### src/rtl/shared_reg_arb_pkg.sv
// shared_reg_arb_pkg: FSM state encoding, index-width and one-hot helpers for shared_reg_arbiter
package shared_reg_arb_pkg;
  typedef enum logic [1:0] {IDLE = 2'd0, GRANT = 2'd1, DONE = 2'd2} state_t;
  function automatic int idx_w(input int n);
    return (n <= 2) ? 1 : $clog2(n);
  endfunction
  function automatic logic [31:0] onehot(input int unsigned i);
    return 32'd1 << i;
  endfunction
endpackage

### src/rtl/shared_reg_arbiter_rr_pick.sv
// rr_pick: round-robin winner search from ptr_i upward with wrap; ports req_i/mask_i (candidates), ptr_i (priority start), idx_o (winner), vld_o (any candidate)
module rr_pick
  import shared_reg_arb_pkg::*;
#(
  parameter int N  = 4,
  parameter int IW = idx_w(N)
) (
  input  logic [N-1:0]  req_i,
  input  logic [IW-1:0] ptr_i,
  input  logic [N-1:0]  mask_i,
  output logic [IW-1:0] idx_o,
  output logic          vld_o
);
  logic [N-1:0] m;
  always_comb begin
    m = req_i & mask_i;
    vld_o = |m;
    idx_o = ptr_i;
    for (int k = N - 1; k >= 0; k--)
      if (m[(int'(ptr_i) + k) % N]) idx_o = IW'((int'(ptr_i) + k) % N);
  end
endmodule

### src/rtl/shared_reg_arbiter.sv
// shared_reg_arbiter: round-robin arbiter writing one of N requesters' data into a shared W-bit register.
// Ports: clk, reset (sync, active-high), req[N] level requests, data[N*W] packed write data,
// gnt[N] one-hot grant, ack[N] one-hot write-done pulse, Q[W] shared register, busy (FSM not idle).
// Optional ARB_HOLD_EN: a winner still requesting in DONE keeps the grant for up to MAX_HOLD writes.
module shared_reg_arbiter
  import shared_reg_arb_pkg::*;
#(
  parameter int N        = 4,
  parameter int W        = 8,
  parameter int MAX_HOLD = 2
) (
  input  logic           clk,
  input  logic           reset,
  input  logic [N-1:0]   req,
  input  logic [N*W-1:0] data,
  output logic [N-1:0]   gnt,
  output logic [N-1:0]   ack,
  output logic [W-1:0]   Q,
  output logic           busy
);
  localparam int IW = idx_w(N);
  localparam int CW = idx_w(MAX_HOLD + 1);
`ifdef ARB_HOLD_EN
  localparam bit HOLD_EN = 1'b1;
`else
  localparam bit HOLD_EN = 1'b0;
`endif
  state_t        state_q, state_d;
  logic [IW-1:0] ptr_q, ptr_d, win_q, win_d, pick;
  logic [CW-1:0] cnt_q, cnt_d;
  logic [N-1:0]  gnt_q, gnt_d, ack_q, ack_d;
  logic [W-1:0]  q_q, q_d;
  logic          pick_vld;
  rr_pick #(.N(N), .IW(IW)) u_pick (
    .req_i (req),
    .ptr_i (ptr_q),
    .mask_i({N{1'b1}}),
    .idx_o (pick),
    .vld_o (pick_vld)
  );
  always_comb begin
    state_d = state_q;
    ptr_d   = ptr_q;
    win_d   = win_q;
    cnt_d   = cnt_q;
    gnt_d   = gnt_q;
    ack_d   = ack_q;
    q_d     = q_q;
    case (state_q)
      IDLE: if (pick_vld) begin
        state_d = GRANT;
        win_d   = pick;
        cnt_d   = CW'(1);
        gnt_d   = N'(onehot(int'(pick)));
      end
      GRANT: begin
        state_d = DONE;
        q_d     = data[int'(win_q)*W +: W];
        ack_d   = N'(onehot(int'(win_q)));
        gnt_d   = '0;
      end
      DONE: begin
        ack_d = '0;
        // ptr only moves once the winner releases its grant, so a burst keeps priority
        if (HOLD_EN && req[win_q] && cnt_q < CW'(MAX_HOLD)) begin
          state_d = GRANT;
          cnt_d   = cnt_q + CW'(1);
          gnt_d   = N'(onehot(int'(win_q)));
        end else begin
          state_d = IDLE;
          ptr_d   = (win_q == IW'(N - 1)) ? '0 : win_q + IW'(1);
        end
      end
      default: state_d = IDLE;
    endcase
  end
  always_ff @(posedge clk) begin
    if (reset) begin
      state_q <= IDLE;
      ptr_q   <= '0;
      win_q   <= '0;
      cnt_q   <= '0;
      gnt_q   <= '0;
      ack_q   <= '0;
      q_q     <= '0;
    end else begin
      state_q <= state_d;
      ptr_q   <= ptr_d;
      win_q   <= win_d;
      cnt_q   <= cnt_d;
      gnt_q   <= gnt_d;
      ack_q   <= ack_d;
      q_q     <= q_d;
    end
  end
  assign gnt  = gnt_q;
  assign ack  = ack_q;
  assign Q    = q_q;
  assign busy = (state_q != IDLE);
endmodule

### config.mk
export PLATFORM = sky130hd
export DESIGN_NAME = shared_reg_arbiter
export DESIGN_NICKNAME = d
export VERILOG_FILES = /design/src/rtl/shared_reg_arb_pkg.sv /design/src/rtl/shared_reg_arbiter_rr_pick.sv /design/src/rtl/shared_reg_arbiter.sv
export SDC_FILE = /design/constraint.sdc
export NUM_CORES = 1
export LEC_CHECK = 0
export BUFFER_PORTS_ARGS = -buffer_cell sky130_fd_sc_hd__buf_2
export CORE_UTILIZATION = 48
export CTS_BUF_LIST = sky130_fd_sc_hd__clkbuf_8
export DETAILED_ROUTE_END_ITERATION = 7
export PLACE_DENSITY = 0.92
export REMOVE_ABC_BUFFERS = 1
export SLEW_MARGIN = 30
export SYNTH_ARGS = -nofsm -noshare
export SYNTH_HDL_FRONTEND = slang
export SYNTH_SLANG_ARGS = --single-unit
### constraint.sdc
create_clock -name clk -period 2 [get_ports clk]
set_input_delay 0.1 -clock clk [delete_from_list [all_inputs] [get_ports clk]]
set_output_delay 0.1 -clock clk [all_outputs]
set_load 0.02 [all_outputs]
* Yosys cells after proc, flatten, opt, wreduce, memory -nomap -nowiden
Cells that the tools add are included.
** Storage, ports and cells
- Register bits after elaboration :: 22
- Input bits :: 38
- Output and inout bits :: 17
- Word-level logic and storage cells :: 55
** Cells by class
- $add $sub $neg :: 4
- $lt $le $gt $ge :: 4
- Equal/unequal tests :: 4
- Shift-type cells :: 3
- Mux-type cells :: 21
- Bitwise logic cells :: 3
- Reductions and logical operators :: 10
** Operators with widths (number)
- $shiftx A32 B6 Y8 :: 1
- $pmux W4 S2 :: 2
- $lt A3 B4 Y1 const B :: 3
- $mux W2 :: 6
- $bmux W1 S2 :: 4
- $shl A1 B2 Y4 const A :: 2
- $mux W1 :: 7
- $reduce_bool A2 Y1 :: 3
- $reduce_or A2 Y1 :: 3
- $add A2 B1 Y2 const B :: 2
- $add A2 B2 Y2 const B :: 2
- $eq A2 B2 Y1 const B :: 2
- $mux W4 :: 1
- $pmux W2 S2 :: 1
- $reduce_and A2 Y1 :: 2
- $reduce_or A4 Y1 :: 1
- $and A1 B1 Y1 const A :: 3
- $lt A2 B3 Y1 const B :: 1
- $eq A2 B1 Y1 const B :: 1
- $logic_not A2 Y1 :: 1
- $ne A2 B2 Y1 const B :: 1

* Logic depth before layout (Yosys ltp)
Gate-level depths: netlist (run 1).
- Depth in word-level cells :: 13
- Depth in mapped cells :: 6
- Gate-level depth less buffers :: 6

* Modules after synthesis
From an unflattened synthesis (run 1), not the netlist that was laid out.
** Second synthesis, totals
- Cell total of the unflattened synthesis :: 127
- Area, all modules :: 1251.2 um2
** By module, submodules not included
- shared_reg_arbiter :: instances 1, cells each 109, area an instance 1133.6 um2, seq. area each 440.4 um2
- rr_pick :: instances 1, cells each 18, area an instance 117.6 um2, seq. area each 0.0 um2

* Worst setup path after synthesis (run 1)
No wires, ideal clock.
- Kind :: flip-flop to flip-flop
- Start :: register state_q[0]
- End :: register gnt_q[0] (netlist: gnt[0])
- Setup time :: 0.066 ns
- Arrival :: 1.476 ns
- Data required time :: 1.934 ns
- Setup slack :: 0.458 ns
- Stages on the path, launching flop included :: 7
- Buffers on the path :: 0
- Period minus slack after synthesis :: 1.542 ns
- Path through :: dfxtp_1 inv_1 ha_1 inv_1 nor3_2 or3b_1 a21oi_2
** Between the ends
- Cells in the longest elaborated chain, start to end :: 3
- Elaborated cells between the ends (all ways) :: 6
- Those cells by class :: eq/ne: 2; mux: 1; reduce/logical: 3
** Ends and longest elaborated chain
- start: declaration :: line shared_reg_arbiter.sv:28 : state_t state_q, state_d;
- start signal: assignment :: line shared_reg_arbiter.sv:87 : state_q <= state_d;
- $eq A2 B1 Y1 or $logic_not A2 Y1 (tied branches) :: line shared_reg_arbiter.sv:49 : case (state_q)
- $reduce_bool A2 Y1 (no source line) or $ne A2 B2 Y1 (tied branches)
- $reduce_and A2 Y1 (no source line)
- end signal: assignment :: line shared_reg_arbiter.sv:91 : gnt_q <= gnt_d;
- end: declaration :: line shared_reg_arbiter.sv:31 : logic [N-1:0] gnt_q, gnt_d, ack_q, ack_d;
Parallel ways exist; a longest one is shown, timed or not.
A chain may end at the register's enable or synchronous reset.

* Worst setup path in the final report (run 1)
- Start :: register state_q[1]
- End :: register gnt_q[0] (netlist: gnt[0])
The elaborated chain is that of the path after synthesis.

==> results of run 1 <==
[routing by layer]
layer | track usage, % | vias to the layer above
li1 | - | 538
met1 | 24.42 | 529
met2 | 42.83 | 37
met3 | 5.507 | 8
met4 | 10.96 | 0
met5 | 0 | -
[critical path: stages, from the launching register on]
cell	delay (ns)
dfxtp_1	0.33
inv_1	0.13
ha_1	0.27
inv_1	0.09
nor3_2	0.23
or3b_1	0.39
a21oi_2	0.11
[report_power, final]
| part | leakage [nW] | internal [mW] | total (mW) | switching (mW) |
|---|---|---|---|---|
| Combinational | 0.523 | 0.148 | 0.312 | 0.164 |
| Clock | 0.0216 | 0.134 | 0.273 | 0.138 |
| Sequential | 0.180 | 0.472 | 0.502 | 0.0303 |
[cells in the final DEF (no fill, tap or decap), drive strengths merged]
cell / instances
o21ai: 2
nand3: 1
mux2i: 12
buf: 56
dfxtp: 22
inv: 5
or3b: 1
nand4b: 1
nand4: 1
mux4: 8
nand2b: 3
clkbuf: 3
nor3: 2
nand3b: 2
ha: 8
a21oi: 10
and2b: 1
a32oi: 1
or3: 1
nor2b: 6
nor4: 1
o21a: 1
a211oi: 1
nand2: 6
nor2: 21
[flip-flops by register name (all words and copies together), names as in the netlist]
name and cells:
Q 8, ack 4, gnt 4, ptr_q 2, state_q 2, win_q 2
[how the worst max path moves through the flow]
stage | end | slack [ns] | startpoint | cells past startpoint
6_report | gnt[0]$_SDFFE_PP0P_ | 0.39 | state_q[1]$_SDFFE_PP0P_ | 6
3_5_place_dp | Q[1]$_SDFFE_PP0P_ | 0.40 | win_q[0]$_SDFFE_PP0P_ | 3
3_3_place_gp | Q[2]$_SDFFE_PP0P_ | 0.45 | win_q[0]$_SDFFE_PP0P_ | 3
5_1_grt | gnt[0]$_SDFFE_PP0P_ | 0.24 | state_q[1]$_SDFFE_PP0P_ | 6
4_1_cts | Q[1]$_SDFFE_PP0P_ | 0.39 | win_q[0]$_SDFFE_PP0P_ | 3
2_1_floorplan | gnt[0]$_SDFFE_PP0P_ | 0.43 | state_q[1]$_SDFFE_PP0P_ | 5
[cells by family after synthesis]
family,Yosys count,synth area share [%]
AOI/OAI and AO/OA,15,7.442
adders and majority gates,8,8.155
buffers and inverters,10,3.159
DFF,22,35.88
muxes,20,24.46
and+or+nand+nor,47,20.90
[synthesized netlist by cell type, types with 2 or more instances]
master	count	share of area (%)
mux4_2	8	15
nor2_1	21	6.4
nand2_1	5	1.5
nor2b_1	6	3.1
nor3_2	2	1.6
inv_1	5	1.5
dfxtp_1	22	36
nand3b_1	2	1.2
mux2i_1	12	9.8
ha_1	8	8.2
nand2b_1	3	1.5
a21oi_1	9	3.7
clkbuf_1	3	0.92
[layout make-up]
cell class | count | area, µm² | area share [%]
multi-input combinational | 90 | 748.2 | 47.69
sequential | 22 | 440.4 | 28.07
timing repair buffer | 56 | 285.3 | 18.18
clock buffer | 3 | 41.29 | 2.632
tap | 28 | 35.03 | 2.233
inverter | 5 | 18.77 | 1.196
==> flow_summary.json, run 1 <==
{
  "r2r_end": "gnt[0]$_SDFFE_PP0P_",
  "area_growth_pct": 27.83,
  "synth-warning-count": 0,
  "hold_path.class": "in2reg",
  "p_per_area_mw_per_mm2": 692.6,
  "grt_overflow": 0,
  "rsz0062_at_grt": "false",
  "crit_fanout": 5,
  "top_layer": "met4",
  "die_y_um": 52.57,
  "drc_errors": 0,
  "fin_setup_tns_ns": 0,
  "grt_max_degree": 23,
  "tightest_slew_ns": 0.5676,
  "ios": 55,
  "finalSetupViolations": 0,
  "rrSetupSlack_ns": 0.39,
  "synthArstFlopShare_pct": 0,
  "hp-start": "req[1]",
  "crit_required_ns": 2.20,
  "wl_per_cell_um": 14.52,
  "power.total_mw": 1.087,
  "syn_area_per_cell_um2": 10.06,
  "synth_cell_types": 29,
  "vias": 1112,
  "fillers": 176,
  "drtAntennaViolNets": 0,
  "fp.dieW_um": 52.57,
  "cts_tree": "built",
  "ys_ff_latch": 22,
  "start_util_pct": 52.94,
  "cp-end-kind": "register",
  "ys_seq_area_share_pct": 35.88,
  "grt_pass1_vias": 1078,
  "vias_per_cell": 5.451,
  "grt_use_total_pct": 23.27,
  "antenna_cells": 0,
  "slew_headroom_pct": 62.11,
  "wl_met2_mm": 1.648,
  "portBuffers": 54,
  "slew_viol_final": 0,
  "p_leak_nw": 0.7241,
  "met3WireLength_um": 114,
  "synth_edf_count": 0,
  "cts_buffer_depth": 2,
  "cts_buffers": 3,
  "path_clk_slew_ns": 0.08,
  "r2r-start": "state_q[1]$_SDFFE_PP0P_",
  "finalHoldViolCount": 0,
  "min_to": "state_q[0]$_SDFFE_PP0P_",
  "core_area_mm2": 0.002318,
  "clockRootBuffer": "clkbuf_8",
  "utilization_pct": 67.67,
  "fp-row-count": 17,
  "htreeDepth": 1,
  "drive_gt1_share_pct": 42.05,
  "synth_ff_type": "dfxtp_1",
  "postCtsResizedCells": 0,
  "cts_setup_buffers": 0,
  "place_inst": 201,
  "worstPathArrival_ns": 1.81,
  "met1Wirelength_mm": 1.123,
  "grt_pass1_wl_mm": 4.609,
  "cts_sinks": 22,
  "syn_inst": 122,
  "clock_skew_ns": 0.001450,
  "initialDrtViolationCount": 12,
  "hold_slack_ns": 0.1979,
  "syn_area_mm2": 0.001227,
  "crit_type": "reg2reg",
  "dieArea_mm2": 0.002764,
  "post-route-period-util_pct": 80.59,
  "timing.max_cap.violations": 0,
  "layout_min_cycle_time_ns": 1.612,
  "cts.hold.buffers_added": 0,
  "gp_congestion": 0.7572,
  "reg2reg_depth": 6,
  "finalWorstSetupSlack_ns": 0.3883,
  "ir_drop_uv": 623.1,
  "stdcell_count": 204,
  "antenna_found_initial": 0,
  "dr.pass1.iters": 5,
  "status": "finished, final reports clean",
  "hold_depth": 4,
  "clk_latency_ns": 0.26,
  "stdcell_area_mm2": 0.001569,
  "nets": 224,
  "hpwl_mm": 2.374,
  "wirelength_mm": 2.962,
  "dp_slack_ns": 0.3966,
  "start_kind": "register",
  "place_area_mm2": 0.001528,
  "max_freq_ghz": 0.6204
}
Power figures use the tool's default switching activity.
==> run 2: changes to the inputs <==
Settings changed: CORE_UTILIZATION 48 to 44, PLACE_DENSITY 0.92 to 0.89.
Clock period 2 ns to 1.4 ns, I/O delays scaled along.
==> run 2 against run 1 <==
Net effect:
- wire length down 1.8%
- power increased by 57%
- via count increased by 3.2%
- critical endpoint unchanged
==> flow_summary.json, run 2 (synthesis results as in run 1) <==
{
  "hold_path.class": "in2reg",
  "drc_errors": 0,
  "grt_overflow": 0,
  "timing.max_cap.violations": 0,
  "core_area_mm2": 0.002545,
  "cts_buffer_depth": 2,
  "area_growth_pct": 41.90,
  "reg2reg_depth": 5,
  "max_freq_ghz": 0.7203,
  "place_inst": 211,
  "clock_skew_ns": 0.002527,
  "final_cell_mix": "54 x buf_2, 21 x nor2_1, 17 x dfxtp_1, 12 x mux2i_1, 12 x buf_4",
  "ios": 55,
  "antenna_found_initial": 0,
  "layout_commonest_cell": "buf_2",
  "hold_slack_ns": 0.1796,
  "dr.pass1.iters": 4,
  "crit_path_cell_trace": "and2b_1 > o21a_1 > nor3_4 > or3b_1 > a21oi_2",
  "worstPathArrival_ns": 1.60,
  "die_y_um": 54.82,
  "crit_path_start": "ptr_q[0]$_SDFFE_PP0N_",
  "vias": 1148,
  "stdcell_count": 218,
  "cts_buffers": 3,
  "clockRootBuffer": "clkbuf_8",
  "dieArea_mm2": 0.003005,
  "status": "finished, final reports clean",
  "slowest_stage": "or3b_1",
  "rsz0062_at_grt": "true",
  "fp.dieW_um": 54.82,
  "slew_headroom_pct": 69.99,
  "path_buf_inv": 0,
  "clk_latency_ns": 0.27,
  "crit_family": "simple AND/OR/NAND/NOR gates",
  "antenna_cells": 0,
  "start_kind": "register",
  "tightest_slew_ns": 0.4464,
  "p_leak_nw": 0.7998,
  "crit_required_ns": 1.61,
  "cts_sinks": 22,
  "power.total_mw": 1.703,
  "crit_fanout": 5,
  "ir_drop_uv": 672.5,
  "slew_viol_final": 0,
  "portBuffers": 54,
  "nets": 235,
  "hpwl_mm": 2.180,
  "crit_path_max_incr_delay_ns": 0.37,
  "finalSetupViolations": 0,
  "p_per_area_mw_per_mm2": 977.9,
  "rrSetupSlack_ns": 0.01,
  "grt_use_total_pct": 20.22,
  "start_util_pct": 48.23,
  "r2r_end": "gnt[0]$_SDFFE_PP0P_",
  "fp-row-count": 18,
  "layout_min_cycle_time_ns": 1.388,
  "initialDrtViolationCount": 16,
  "min_to": "state_q[0]$_SDFFE_PP0P_",
  "r2r-start": "ptr_q[0]$_SDFFE_PP0N_",
  "hp-start": "req[1]",
  "drive_gt1_share_pct": 52.66,
  "path_clk_slew_ns": 0.08,
  "stdcell_area_mm2": 0.001742,
  "gp_congestion": 0.7808,
  "grt_pass1_vias": 1046,
  "place_area_mm2": 0.001603,
  "drtAntennaViolNets": 0,
  "cts_tree": "built",
  "wirelength_mm": 2.909,
  "cts.hold.buffers_added": 0,
  "htreeDepth": 1,
  "hold_depth": 4,
  "largest_reg_flops": 8,
  "fin_setup_tns_ns": 0,
  "post-route-period-util_pct": 99.16,
  "grt_pass1_wl_mm": 4.202,
  "grt_max_degree": 23,
  "vias_per_cell": 5.266,
  "finalHoldViolCount": 0,
  "crit_type": "reg2reg",
  "cp-end-kind": "register",
  "wl_per_cell_um": 13.34
}
==> run 2: worst max-delay path by stage <==
stage,endpoint,slack [ns],cells past startpoint
2_1_floorplan,gnt[0]$_SDFFE_PP0P_,-0.17,5
4_1_cts,gnt[0]$_SDFFE_PP0P_,-0.006,5
3_5_place_dp,gnt[0]$_SDFFE_PP0P_,-0.04,5
6_report,gnt[0]$_SDFFE_PP0P_,0.01,5
3_3_place_gp,gnt[0]$_SDFFE_PP0P_,0.03,5
5_1_grt,gnt[0]$_SDFFE_PP0P_,-0.05,6
==> run 2: area by class of cell <==
class	count	area [µm²]
timing repair buffer	67	380.4
fill	172	803.3
tap	30	37.54
sequential	22	446.7
clock buffer	4	55.05
multi-input combinational	90	803.3
inverter	5	18.77
==> run 2: power breakdown <==
group	total [mW]	internal [mW]	switching [mW]
clock	0.462	0.251	0.210
sequential	0.707	0.676	0.0307
combinational	0.535	0.269	0.265
==> run 2: worst min-delay path, cell delays in order <==
cell and delay, ns:
buf_2 0.12, nor4_2 0.07, nand3_1 0.09, a21oi_1 0.06
==> run 2: per-stage QoR <==
step,worst slack [ns],utilization (%)
final,0.01172,68.44
after detailed placement,-0.03649,62.98
after floorplan,-0.1653,-
after global routing,-0.05438,68.44
after CTS,-0.005563,66.18
after global placement,0.02942,62.98
==> run 2: timing repair <==
item	in CTS	in global routing
gates cloned	0	0
buffers inserted	1	2
endpoints found under the setup margin	2	15
gates resized for setup	7	11
endpoints found under the hold margin	0	0
pin swaps	3	2
==> run 2: metal layers <==
metal	up-vias	routed length (µm)	share of wire [%]	track usage, %
li1	561	-	-	-
met1	537	1176	40	21.15
met2	46	1547	53	37.95
met3	4	153	5.3	4.444
met4	0	33	1.1	8.547
met5	-	0	0	0
==> run 3: changes to the inputs <==
Settings changed: CORE_ASPECT_RATIO set to 0.6.
==> run 3 against run 2 <==
Net effect:
- critical path type unchanged
- worst setup slack worse by 0.028 ns
- sequential power about the same
- register-to-register slack worse by 0.03 ns
- global-route usage increased by 1.4 points
- the run now ends with negative setup slack left
- critical endpoint unchanged
- first-iteration DRC count grew to 5.4 times the previous value
- combinational power grew 2%
- count of clock-buffer cells in the layout decreased by 1
- critical path depth unchanged
==> flow_summary.json, run 3 (synthesis results as in run 1) <==
{
  "status": "finished with violations",
  "violations": "negative setup slack",
  "nets": 234,
  "hpwl_mm": 2.458,
  "layout_min_cycle_time_ns": 1.416,
  "crit_path_cell_trace": "or3_4 > nand4b_4 > nand2_2 > or3b_4 > a21oi_2",
  "drive_gt1_share_pct": 52.69,
  "cp-endpoint": "gnt[0]$_SDFFE_PP0P_",
  "drtAntennaViolNets": 0,
  "hold_path.class": "in2reg",
  "reg2reg_depth": 5,
  "wirelength_mm": 3.255,
  "p_leak_nw": 0.7900,
  "gp_congestion": 0.7760,
  "wl_per_cell_um": 14.93,
  "portBuffers": 54,
  "fin_setup_tns_ns": -0.01616,
  "crit_required_ns": 1.60,
  "grt_pass1_vias": 1157,
  "slew_headroom_pct": 66.35,
  "crit_family": "simple AND/OR/NAND/NOR gates",
  "crit_path_max_incr_delay_ns": 0.39,
  "finalHoldViolCount": 0,
  "drc_errors": 0,
  "antenna_cells": 0,
  "cts_tree": "built",
  "r2r-start": "ptr_q[1]$_SDFFE_PP0N_",
  "cp_num_cells": 5,
  "hold_slack_ns": 0.2014,
  "grt_max_degree": 23,
  "clock_skew_ns": 0.001065,
  "ir_drop_uv": 689.9,
  "grt_pass1_wl_mm": 5.106,
  "multi_input_area_um2": 793.3,
  "crit_type": "reg2reg",
  "cts.hold.buffers_added": 0,
  "crit_fanout": 2,
  "vias": 1179,
  "clockRootBuffer": "clkbuf_8",
  "p_per_area_mw_per_mm2": 951.3,
  "start_kind": "register",
  "fp.dieW_um": 70.19,
  "slowest_stage": "or3b_4",
  "area_growth_pct": 40.06,
  "post-route-period-util_pct": 101.2,
  "slew_viol_final": 0,
  "initialDrtViolationCount": 86,
  "final_cell_mix": "54 x buf_2, 21 x nor2_1, 16 x dfxtp_1, 12 x mux2i_1, 11 x buf_4",
  "layout_commonest_cell": "buf_2",
  "worstPathArrival_ns": 1.61,
  "r2r_end": "gnt[0]$_SDFFE_PP0P_",
  "path_clk_slew_ns": 0.07,
  "ios": 55,
  "rrSetupSlack_ns": -0.02,
  "largest_reg_flops": 8,
  "utilization_pct": 66.76,
  "path_buf_inv": 0,
  "antenna_found_initial": 0,
  "cp-end-kind": "register",
  "cts_buffer_depth": 2,
  "die_y_um": 42.91,
  "core_area_mm2": 0.002575,
  "finalSetupViolations": 1,
  "htreeDepth": 1,
  "timing.max_cap.violations": 0,
  "dieArea_mm2": 0.003012,
  "cts_buffers": 3,
  "clk_latency_ns": 0.26,
  "dr.pass1.iters": 4,
  "seqCellArea_um2": 447.9,
  "vias_per_cell": 5.408,
  "cts_sinks": 22,
  "tightest_slew_ns": 0.5006,
  "rsz0062_at_grt": "true",
  "fillers": 196,
  "finalWorstSetupSlack_ns": -0.01616,
  "start_util_pct": 47.67,
  "grt_use_total_pct": 21.61,
  "grt_overflow": 0,
  "fp-row-count": 14,
  "max_freq_ghz": 0.7061,
  "crit_path_start": "ptr_q[1]$_SDFFE_PP0N_"
}
## run 3: per-layer routing
metal	track usage [%]	part of all wire [%]	vias to the layer above	wire, µm
li1	-	-	559	-
met1	25.33	43	555	1397
met2	39.81	49	59	1583
met3	6.413	6.7	6	219
met4	4.000	1.7	0	55
met5	0	0	-	0
## run 3: worst min-delay path by stage
| stage | slack [ns] | endpoint | start | depth (start not counted) |
|---|---|---|---|---|
| global route | 0.20 | state_q[0]$_SDFFE_PP0P_ | req[1] | 4 |
| finish | 0.20 | state_q[0]$_SDFFE_PP0P_ | req[1] | 4 |
| detailed placement | 0.45 | gnt[1]$_SDFFE_PP0P_ | gnt[1]$_SDFFE_PP0P_ | 2 |
| global placement | 0.43 | state_q[0]$_SDFFE_PP0P_ | req[1] | 4 |
| CTS | 0.19 | state_q[0]$_SDFFE_PP0P_ | req[1] | 4 |
| floorplan | 0.13 | gnt[0]$_SDFFE_PP0P_ | reset | 1 |
## run 3: layout make-up
type / count / area share (%)
Inverter: 5 / 1.383
Multi-Input combinational cell: 90 / 46.14
Sequential cell: 22 / 26.06
Clock buffer: 3 / 2.402
Timing Repair Buffer: 66 / 21.69
Tap cell: 32 / 2.329
## run 3: worst min-delay path: cells and delay by family
family | cells | cell delay (ns)
compound gates | 1 | 0.05
buf+inv | 1 | 0.13
simple gates | 2 | 0.17
## run 3: what timing repair did
action | in CTS | in global routing
setup buffers | 0 | 1
pin swaps | 0 | 6
gates resized for setup | 6 | 14
setup endpoints to repair | 3 | 16
## run 3: power by group
part           switching [mW]  total, mW  internal, mW  leakage [nW]
logic                   0.276      0.545         0.269         0.586
registers              0.0329      0.710         0.677         0.182
clock network           0.189      0.380         0.192        0.0216
## run 3: per-stage QoR
step | setup slack, ns | power [mW] | std cells | instance area, µm²
6_report | -0.01616 | 1.635 | 218 | 1719
5_1_grt | -0.05992 | 1.724 | 218 | 1719
4_1_cts | -0.01126 | 1.611 | 217 | 1669
3_5_place_dp | -0.04364 | 1.224 | 214 | 1613
3_3_place_gp | 0.01762 | 1.193 | 214 | 1613
2_1_floorplan | -0.1653 | 1.011 | 117 | 1207
